[config.mk]
export PLATFORM = sky130hd
export DESIGN_NAME = seq_detector_flat
export DESIGN_NICKNAME = d
export VERILOG_FILES = /design/src/rtl/seq_detector_if.sv /design/src/rtl/seq_detector.sv /design/src/flat_wrapper.sv
export SDC_FILE = /design/constraint.sdc
export NUM_CORES = 1
export LEC_CHECK = 0
export CORE_ASPECT_RATIO = 2
export CORE_MARGIN = 2
export CORE_UTILIZATION = 30
export CTS_CLUSTER_SIZE = 16
export DETAILED_ROUTE_END_ITERATION = 6
export SKIP_CTS_REPAIR_TIMING = 1
export SLEW_MARGIN = 20
export SYNTH_ARGS = -nofsm -noshare
export SYNTH_HDL_FRONTEND = slang
export SYNTH_SLANG_ARGS = --single-unit
[constraint.sdc]
create_clock -name clk -period 4.21 [get_ports clk]
set_input_delay 0.842 -clock clk [delete_from_list [all_inputs] [get_ports clk]]
set_output_delay 0.842 -clock clk [all_outputs]
set_load 0.01 [all_outputs]
[src/rtl/seq_detector_if.sv]
// Signal bundle for seq_detector: stimulus side (master) and detector side (slave).
// CNT_W must match the CNT_W of the detector the bundle is connected to.
interface seq_detector_if #(
  parameter int CNT_W = 8
);
  logic             en;
  logic             din_valid;
  logic             din;
  logic             clr_cnt;
  logic             match;
  logic [CNT_W-1:0] match_cnt;
  logic [1:0]       state;

  modport master (
    output en,
    output din_valid,
    output din,
    output clr_cnt,
    input  match,
    input  match_cnt,
    input  state
  );

  modport slave (
    input  en,
    input  din_valid,
    input  din,
    input  clr_cnt,
    output match,
    output match_cnt,
    output state
  );
endinterface

[src/rtl/seq_detector.sv]
// Serial pattern detector with overlap control and a saturating match counter.
// state | meaning
// IDLE  | disabled; fill and hist held at zero
// FILL  | enabled, fewer than W bits of valid history
// ARMED | enabled, W bits of history; every accepted bit can complete a match
// 2'b11 | illegal; recovers to IDLE with history cleared
module seq_detector #(
  parameter int             W       = 4,
  parameter logic [W-1:0]   PATTERN = 4'b1011,
  parameter bit             OVERLAP = 1'b1,
  parameter int             CNT_W   = 8
) (
  input  logic            clk,
  input  logic            rst,
  seq_detector_if.slave   bus
);

  localparam int             FW        = $clog2(W + 1);
  localparam logic [FW-1:0]  FILL_FULL = FW'(W);

  typedef enum logic [1:0] {
    IDLE    = 2'b00,
    FILL    = 2'b01,
    ARMED   = 2'b10,
    ILLEGAL = 2'b11
  } state_t;

  state_t           state_q;
  state_t           state_d;
  logic [FW-1:0]    fill_q;
  logic [FW-1:0]    fill_d;
  logic [FW-1:0]    fill_inc;
  logic [W-1:0]     hist_q;
  logic [W-1:0]     hist_d;
  logic [W-1:0]     hist_shift;
  logic             det;
  logic             match_q;
  logic [CNT_W-1:0] cnt_q;

  always_ff @(posedge clk) begin
    if (rst) begin
      state_q <= IDLE;
    end else begin
      state_q <= state_d;
    end
  end

  // Next state and next data are derived together so the detect decision
  // sees exactly the fill/history the accepting edge will store.
  always_comb begin
    state_d    = state_q;
    fill_d     = fill_q;
    hist_d     = hist_q;
    det        = 1'b0;
    hist_shift = {hist_q[W-2:0], bus.din};
    fill_inc   = (fill_q == FILL_FULL) ? fill_q : fill_q + 1'b1;

    if (state_q == ILLEGAL || !bus.en) begin
      state_d = IDLE;
      fill_d  = '0;
      hist_d  = '0;
    end else begin
      if (bus.din_valid) begin
        fill_d = fill_inc;
        hist_d = hist_shift;
        det    = (fill_inc == FILL_FULL) && (hist_shift == PATTERN);
      end

      if (det && !OVERLAP) begin
        state_d = FILL;
        fill_d  = '0;
        hist_d  = '0;
      end else if (fill_d == FILL_FULL) begin
        state_d = ARMED;
      end else begin
        state_d = FILL;
      end
    end
  end

  always_ff @(posedge clk) begin
    if (rst) begin
      fill_q  <= '0;
      hist_q  <= '0;
      match_q <= 1'b0;
      cnt_q   <= '0;
    end else begin
      fill_q  <= fill_d;
      hist_q  <= hist_d;
      match_q <= det;
      // A clear on the same edge as a detection wins over the increment.
      if (bus.clr_cnt) begin
        cnt_q <= '0;
      end else if (det && (cnt_q != {CNT_W{1'b1}})) begin
        cnt_q <= cnt_q + 1'b1;
      end
    end
  end

  assign bus.match     = match_q;
  assign bus.match_cnt = cnt_q;
  assign bus.state     = state_q;

endmodule
[src/flat_wrapper.sv]
// flat-port wrapper written by rule: the top's interface ports become plain ports
module seq_detector_flat 
#(
  parameter int             W       = 4,
  parameter logic [W-1:0]   PATTERN = 4'b1011,
  parameter bit             OVERLAP = 1'b1,
  parameter int             CNT_W   = 8
)
  (clk, rst, bus_en, bus_din_valid, bus_din, bus_clr_cnt, bus_match, bus_match_cnt, bus_state);
  seq_detector_if #(.CNT_W(CNT_W)) bus_i ();
  input  logic clk;
  input  logic rst;
  input wire logic [$bits(bus_i.en)-1:0] bus_en;
  input wire logic [$bits(bus_i.din_valid)-1:0] bus_din_valid;
  input wire logic [$bits(bus_i.din)-1:0] bus_din;
  input wire logic [$bits(bus_i.clr_cnt)-1:0] bus_clr_cnt;
  output wire logic [$bits(bus_i.match)-1:0] bus_match;
  output wire logic [$bits(bus_i.match_cnt)-1:0] bus_match_cnt;
  output wire logic [$bits(bus_i.state)-1:0] bus_state;
  assign bus_i.en = bus_en;
  assign bus_i.din_valid = bus_din_valid;
  assign bus_i.din = bus_din;
  assign bus_i.clr_cnt = bus_clr_cnt;
  assign bus_match = bus_i.match;
  assign bus_match_cnt = bus_i.match_cnt;
  assign bus_state = bus_i.state;
  seq_detector #(.W(W), .PATTERN(PATTERN), .OVERLAP(OVERLAP), .CNT_W(CNT_W)) u_core (.clk(clk), .rst(rst), .bus(bus_i));
endmodule
== Word-level counts from Yosys, hierarchy flattened ==
Cells that the tools add are included.

* Word-level logic and storage cells: 25
* Flip-flop bits (word level): 17
* Output and inout port bits: 11

* Equal/unequal tests: 6
* Reduce and logical (&&, ||, !) cells: 6
* Add/sub/neg operators: 2
* Mux-type cells: 6

{| class="wikitable"
|+ Operators with widths
! kind !! number
|-
| == test 3 bit (second input constant) || 3
|-
| two-way mux 3 bit || 3
|-
| adder 8 x 1 -> 8 bit (second input constant) || 1
|-
| inequality test 8 bit (second input constant) || 1
|-
| == test 4 bit (second input constant) || 1
|-
| OR reduction 2 bit || 2
|-
| adder 3 x 1 -> 3 bit (second input constant) || 1
|-
| == test 2 bit (second input constant) || 1
|-
| logical AND 1 bit || 2
|-
| two-way mux 1 bit || 2
|-
| two-way mux 2 bit || 1
|-
| zero test 1 bit || 1
|-
| logical OR 1 bit || 1
|}

== Depth between registers and ports, before layout ==
Gate-level depths: netlist (run 1).

* Depth in word-level cells: 7
* Depth in mapped cells: 6

== Worst setup path before layout (run 1) ==
No wires, ideal clock.

* Path kind: input to register
* From: input port bus_din
* To: register u_core.cnt_q[3], in the netlist u_core.bus.match_cnt[3]
* Buffers on the path: 0
* Stages: 4
* Library setup time: 70 ps
* Path slack: 2,057 ps
* Arrival time: 2,083 ps
* Data required time: 4,140 ps
* Cells stage by stage: nor4bb_1 -> nand4b_1 -> or4_1 -> a21oi_1

* Longest elaborated chain between the ends: 5

{| class="wikitable"
|+ RTL lines
! element !! RTL line !! RTL
|-
| start, declared || flat_wrapper.sv:15 || <nowiki>input wire logic [$bits(bus_i.din)-1:0] bus_din;</nowiki>
|-
| == test 4 bit || seq_detector.sv:66 || <nowiki>det = (fill_inc == FILL_FULL) && (hist_shift == PATTERN);</nowiki>
|-
| logical AND 1 bit || seq_detector.sv:66 ||
|-
| two-way mux 1 bit || seq_detector.sv:63 || <nowiki>if (bus.din_valid) begin</nowiki>
|-
| two-way mux 1 bit || seq_detector.sv:58 || <nowiki>if (state_q == ILLEGAL || !bus.en) begin</nowiki>
|-
| logical AND 1 bit || seq_detector.sv:94 || <nowiki>end else if (det && (cnt_q != {CNT_W{1'b1}})) begin</nowiki>
|-
| end signal, assigned || seq_detector.sv:95 || <nowiki>cnt_q <= cnt_q + 1'b1;</nowiki>
|-
| end, declared || seq_detector.sv:38 || <nowiki>logic [CNT_W-1:0] cnt_q;</nowiki>
|}

No other way between the ends.
A chain may end at the register's enable or synchronous reset.

== Final worst setup path (run 1) ==
* From: input port bus_din_valid
* To: register u_core.cnt_q[4], in the netlist u_core.bus.match_cnt[4]

* Longest elaborated chain between the ends: 3

{| class="wikitable"
|+ RTL lines
! element !! RTL line !! RTL
|-
| start, declared || flat_wrapper.sv:14 || <nowiki>input wire logic [$bits(bus_i.din_valid)-1:0] bus_din_valid;</nowiki>
|-
| two-way mux 1 bit || seq_detector.sv:63 ||
|-
| two-way mux 1 bit || seq_detector.sv:58 ||
|-
| logical AND 1 bit || seq_detector.sv:94 ||
|}

No other way between the ends.

==> flow_summary.toml, run 1 <==
[critical_path]
crit_type = "in -> reg"
startpoint_type = "input port"
crit_required_ps = 4390
arrival_ps = 2790
cp-end-kind = "flip-flop"
crit_fanout = 10

[floorplan]
rows = 27
core_area_sq_mm = 0.002770
die-width_um = 42.13
die-area_sq_mm = 0.003381
initial_core_util_pct = 31.48
die_h_um = 80.25
io_pins = 17

[synth]
ys_seq_area_share_pct = 39.02
syn-instance-count = 99
yosysUniqueCellTypes = 36
synth_seq_cells = 17
ys_top_cells_by_area = "dfxtp_1 39%, mux2i_1 6.9%, a21oi_1 6.3%"
async_flop_share_pct = 0
syn-cell-area_sq_um = 872.1
yosysWarnings = 0
avgSynthCellArea_sq_um = 8.809
syn_nets = 108
yosysTopAreaCell = "dfxtp_1"
synth_edf_count = 0
synth_top_area_share_pct = 39.02
synthFlopType = "dfxtp_1"

[timing]
setup_viol = 0
hold_ws_ps = 474.2
slew_violations = 0
period_share_pct = 61.92
clock.fmax_ghz = 0.3836
fin_setup_tns_ps = 0
finalCriticalPeriod_ps = 2607
final_hold_viol_count = 0
max-slew-margin-rel_pct = 75.00
fin_skew_ps = 5.506
worstMarginPinSlew_ps = 373.1
rsz0062_at_grt = "no"

[drt]
final_antenna_net_count = 0
drt-initial-drc-count = 8
drcViolationCount = 0
vias_per_cell = 5.771
routed_wl_mm = 1.982
dr.pass1.iters = 4
post_drt_wl_per_cell_um = 13.76
vias = 831

[global_route]
grt_pass1_wl_mm = 3.525
grt_pass1_vias = 822
grt_max_degree = 11
antenna_found_initial = 0
grt_usage_pct = 13.09
grt_overflow = 0

[cells_and_area]
stdcell_area_sq_mm = 0.001099
seq_area_sq_um = 340.3
drive_above_1_share_pct = 6.957
mostFrequentLayoutCell = "dfxtp_1"
final_cell_mix = "17 x dfxtp_1, 16 x clkdlybuf4s50_1, 11 x a21oi_1"
multi_input_area_sq_um = 500.5
fin_nets = 125
syn_to_final_growth_pct = 25.97
fin_cells = 144
fillers = 295
antenna_cells = 0

[cts]
clock_latency_ps = 250
cts_buffers = 3
root_buffer = "clkbuf_8"
cts_tree = "done"
clock_sinks = 17
clk_pin_slew_ps = 70
clk_path_buf_depth = 2
htreeDepth = 1

[power_and_ir_drop]
power.density_mw_per_mm2 = 281.5
p_leak_nw = 0.3776
peakVddDrop_uv = 183.7
finalPower_w = 0.0003092

[placement]
place.port_buffers = 16
dpl-instance-area_sq_mm = 0.001052
routabilityCongestion = 0.7591
dp_cells = 140
hpwl_mm = 1.541

[worst_hold_path]
hp-class = "reg -> reg"

[status]
status = "finished clean"

[run]
maxCapViolCount = 0
-- metal layers --
layer / part of all wire [%] / global-route usage (%) / vias up
met2: 59 / 26.88 / 26
li1: - / - / 405
met4: 0 / 3.750 / 0
met5: 0 / 0 / -
met1: 37 / 12.43 / 400
met3: 4.1 / 2.697 / 0
-- final timing paths --
path	start	endpoint	slack, ps	depth (start not counted)
setup reg to reg	u_core.fill_q[0]	u_core.bus.match_cnt[4]	1830	6
hold reg to reg	u_core.hist_q[0]	u_core.hist_q[1]	470	2
setup / recovery	bus_din_valid	u_core.bus.match_cnt[4]	1600	5
hold / removal	u_core.hist_q[0]	u_core.hist_q[1]	470	2
-- cell usage after synthesis, types with 2 or more instances --
master     n
a21oi_1   11
o21ai_0    3
dfxtp_1   17
clkbuf_1   2
o31ai_1    2
nor2_1     6
nand2_1    6
ha_1       3
or3_1      3
nand4_1    3
a311oi_1   2
nand4b_1   2
mux2i_1    6
nand3_1    4
inv_1      4
or4_1      2
nor3_1     2
nand2b_1   2
and4b_1    2
-- sequential cells by signal (all words and copies together) (netlist names) --
| register | flops |
|---|---|
| u_core.hist_q | 3 |
| u_core.bus.state | 2 |
| u_core.fill_q | 3 |
| u_core.bus.match_cnt | 8 |
| u_core.bus.match | 1 |
-- through the flow --
step	setup slack [ps]	util, %
after floorplan	2057	-
after global placement	1409	37.99
after detailed placement	1356	37.99
after CTS	1609	39.66
after global routing	1487	39.66
final	1603	39.66
-- final cells by class --
class,count,area share (%)
Tap cell,29,3.303
Timing Repair Buffer,16,14.58
Clock buffer,3,3.759
Multi-Input combinational cell,74,45.56
Sequential cell,17,30.98
Inverter,4,1.367
Clock inverter,1,0.4556
-- kinds of logic after synthesis --
logic type | count (synthesis) | share of synthesized area [%]
and+or+nand+nor | 41 | 28.55
adders and majority gates | 3 | 4.305
buffers and inverters | 8 | 3.586
DFF | 17 | 39.02
muxes | 6 | 6.887
AOI/OAI and AO/OA | 23 | 16.64
xor gates and xnor gates | 1 | 1.004
-- worst max-delay path: stages --
cell	delay, ps
clkdlybuf4s50_1	670
and2_1	200
nand4b_1	320
or4_1	600
a21oi_1	150
-- power by group --
group	leakage, nW	internal (W)	total (W)	switching, W
logic	0.215	0.0000108	0.0000218	0.0000110
registers	0.137	0.000162	0.000164	0.00000173
clock network	0.0255	0.0000656	0.000123	0.0000577
total	0.378	0.000239	0.000309	0.0000705
No activity file was read; power rests on OpenSTA's default activity.
==> run 2, diff against run 1 <==
clock period = 2.5 ns   (was 4.21 ns; I/O delays follow)
==> run 2 against run 1 <==
  * Clock-buffer cell count is the same
  * Register-to-register slack lost 1600 ps
  * Combinational power grew 85%
  * Final cell count grew 2.8%
  * Global-route usage shrank 0.75 points
  * Die area is the same
  * Critical endpoint is now u_core.bus.match_cnt[5]
==> flow_summary.toml, run 2 (synthesis gave the netlist of run 1 again) <==
[floorplan]
rows = 27
initial_core_util_pct = 31.48
core_area_sq_mm = 0.002770
die_h_um = 80.25
io_pins = 17
die-width_um = 42.13
die-area_sq_mm = 0.003381

[critical_path]
cp-endpoint = "u_core.bus.match_cnt[5]"
timing.rr.start = "u_core.fill_q[0]"
crit_required_ps = 2690
reg2reg_slack_ps = 250
arrival_ps = 2430
crit_cells = 7
crit_fanout = 9
cp-end-kind = "flip-flop"
path_cells = "buf_4 -> ha_1 -> or3b_4 -> a32o_2 -> nor4_1 -> buf_4 -> mux2i_1"
crit_type = "reg -> reg"
cpMostUsedCell = "buf_4"
cp_top_family = "simple AND/OR/NAND/NOR gates"
crit_slowest_cell = "or3b_4"
startpoint_type = "flip-flop"
r2r-end = "u_core.bus.match_cnt[5]"
crit_path_start = "u_core.fill_q[0]"
rr_worst_depth = 7
max_stage_delay_ps = 410
critical_path_buf_inv_count = 2

[cts]
clock_sinks = 17
root_buffer = "clkbuf_8"
clk_path_buf_depth = 2
clock_latency_ps = 250
cts_tree = "done"
clk_pin_slew_ps = 70
cts_buffers = 3
htreeDepth = 1

[cells_and_area]
final_cell_mix = "17 x dfxtp_1, 16 x clkdlybuf4s50_1, 11 x a21oi_1"
mostFrequentLayoutCell = "dfxtp_1"
syn_to_final_growth_pct = 29.41
drive_above_1_share_pct = 10.08
final_core_util_pct = 40.74
stdcell_area_sq_mm = 0.001129
antenna_cells = 0
fillers = 291
fin_nets = 129
largest_reg_flops = 8

[timing]
fin_setup_tns_ps = 0
finalCriticalPeriod_ps = 2247
worstMarginPinSlew_ps = 384.8
clock.fmax_ghz = 0.4451
final_hold_viol_count = 0
period_share_pct = 89.88
rsz0062_at_grt = "no"
fin_skew_ps = 1.368
slew_violations = 0
setup_viol = 0
max-slew-margin-rel_pct = 74.11
hold_ws_ps = 479.7

[global_route]
grt_pass1_wl_mm = 3.222
antenna_found_initial = 0
grt_overflow = 0
grt_usage_pct = 12.34
grt_max_degree = 11
grt_pass1_vias = 763

[placement]
hpwl_mm = 1.565
place.port_buffers = 16
dpl-instance-area_sq_mm = 0.001082
routabilityCongestion = 0.8380

[drt]
vias = 834
final_antenna_net_count = 0
dr.pass1.iters = 6
vias_per_cell = 5.635
post_drt_wl_per_cell_um = 13.55
routed_wl_mm = 2.006
drt-initial-drc-count = 15
drcViolationCount = 0

[worst_hold_path]
holdCritStartpoint = "u_core.hist_q[0]"
hp-class = "reg -> reg"

[power_and_ir_drop]
p_leak_nw = 0.3973
power.density_mw_per_mm2 = 462.1
p_sw_w = 0.0001174
swShare_pct = 22.51
internal-power_w = 0.0004041
p_comb_share_pct = 7.8
peakVddDrop_uv = 253.3
clockPowerShare_pct = 39.5
pwr-share-seq_pct = 52.7

[status]
status = "finished clean"

[run]
maxCapViolCount = 0
[run 2: how the worst min path moves through the flow]
stage | cells past startpoint | endpoint | slack [ps]
finish | 2 | u_core.hist_q[1] | 480
detailed placement | 2 | u_core.hist_q[1] | 470
global placement | 2 | u_core.hist_q[1] | 460
floorplan | 2 | u_core.hist_q[1] | 450
global route | 2 | u_core.hist_q[1] | 500
CTS | 2 | u_core.hist_q[1] | 480
[run 2: final cells by class]
| cell class | count | area (sq um) | area share [%] |
|---|---|---|---|
| multi-input cells | 74 | 500.5 | 44.35 |
| flip-flops and latches | 17 | 340.3 | 30.16 |
| repair buffers | 20 | 190.2 | 16.85 |
| clock buffers | 3 | 41.29 | 3.659 |
| well taps | 29 | 36.28 | 3.215 |
| inverters | 4 | 15.01 | 1.330 |
| clock inverters | 1 | 5.005 | 0.4435 |
[run 2: worst reg2reg max path: cells and delay by family, from the launching register on]
kind / cells / cell delay [ps]
simple gates: 2 / 780
buf+inv: 2 / 340
compound gates: 1 / 330
flops: 1 / 320
fa+ha+maj: 1 / 260
mux: 1 / 160
[run 2: power by group through the flow]
stage	Clock, W	Combinational, W	Sequential (W)
after floorplan	0	0.0000221	0.000282
after global placement	0	0.0000399	0.000281
after detailed placement	0	0.0000408	0.000281
after CTS	0.000214	0.0000409	0.000275
after global routing	0.000227	0.0000446	0.000275
final	0.000206	0.0000404	0.000275
[run 2: through the flow]
step / power [W] / setup WS [ps] / cells
after global placement: 0.0003209 / 115.6 / 144
after global routing: 0.0005470 / 166.6 / 148
after floorplan: 0.0003043 / 409.8 / 99
after detailed placement: 0.0003218 / 35.83 / 144
final: 0.0005215 / 253.1 / 148
after CTS: 0.0005300 / 243.4 / 148
[run 2: routing by layer]
metal  GRT usage (%)  vias to the layer above  routed length [um]  share of wire [%]
li1                -                      411                   -                  -
met1           10.58                      388                 755                 38
met2           24.22                       27                1106                 55
met3           2.697                        8                  83                4.1
met4           8.125                        0                  60                3.0
met5               0                        -                   0                  0
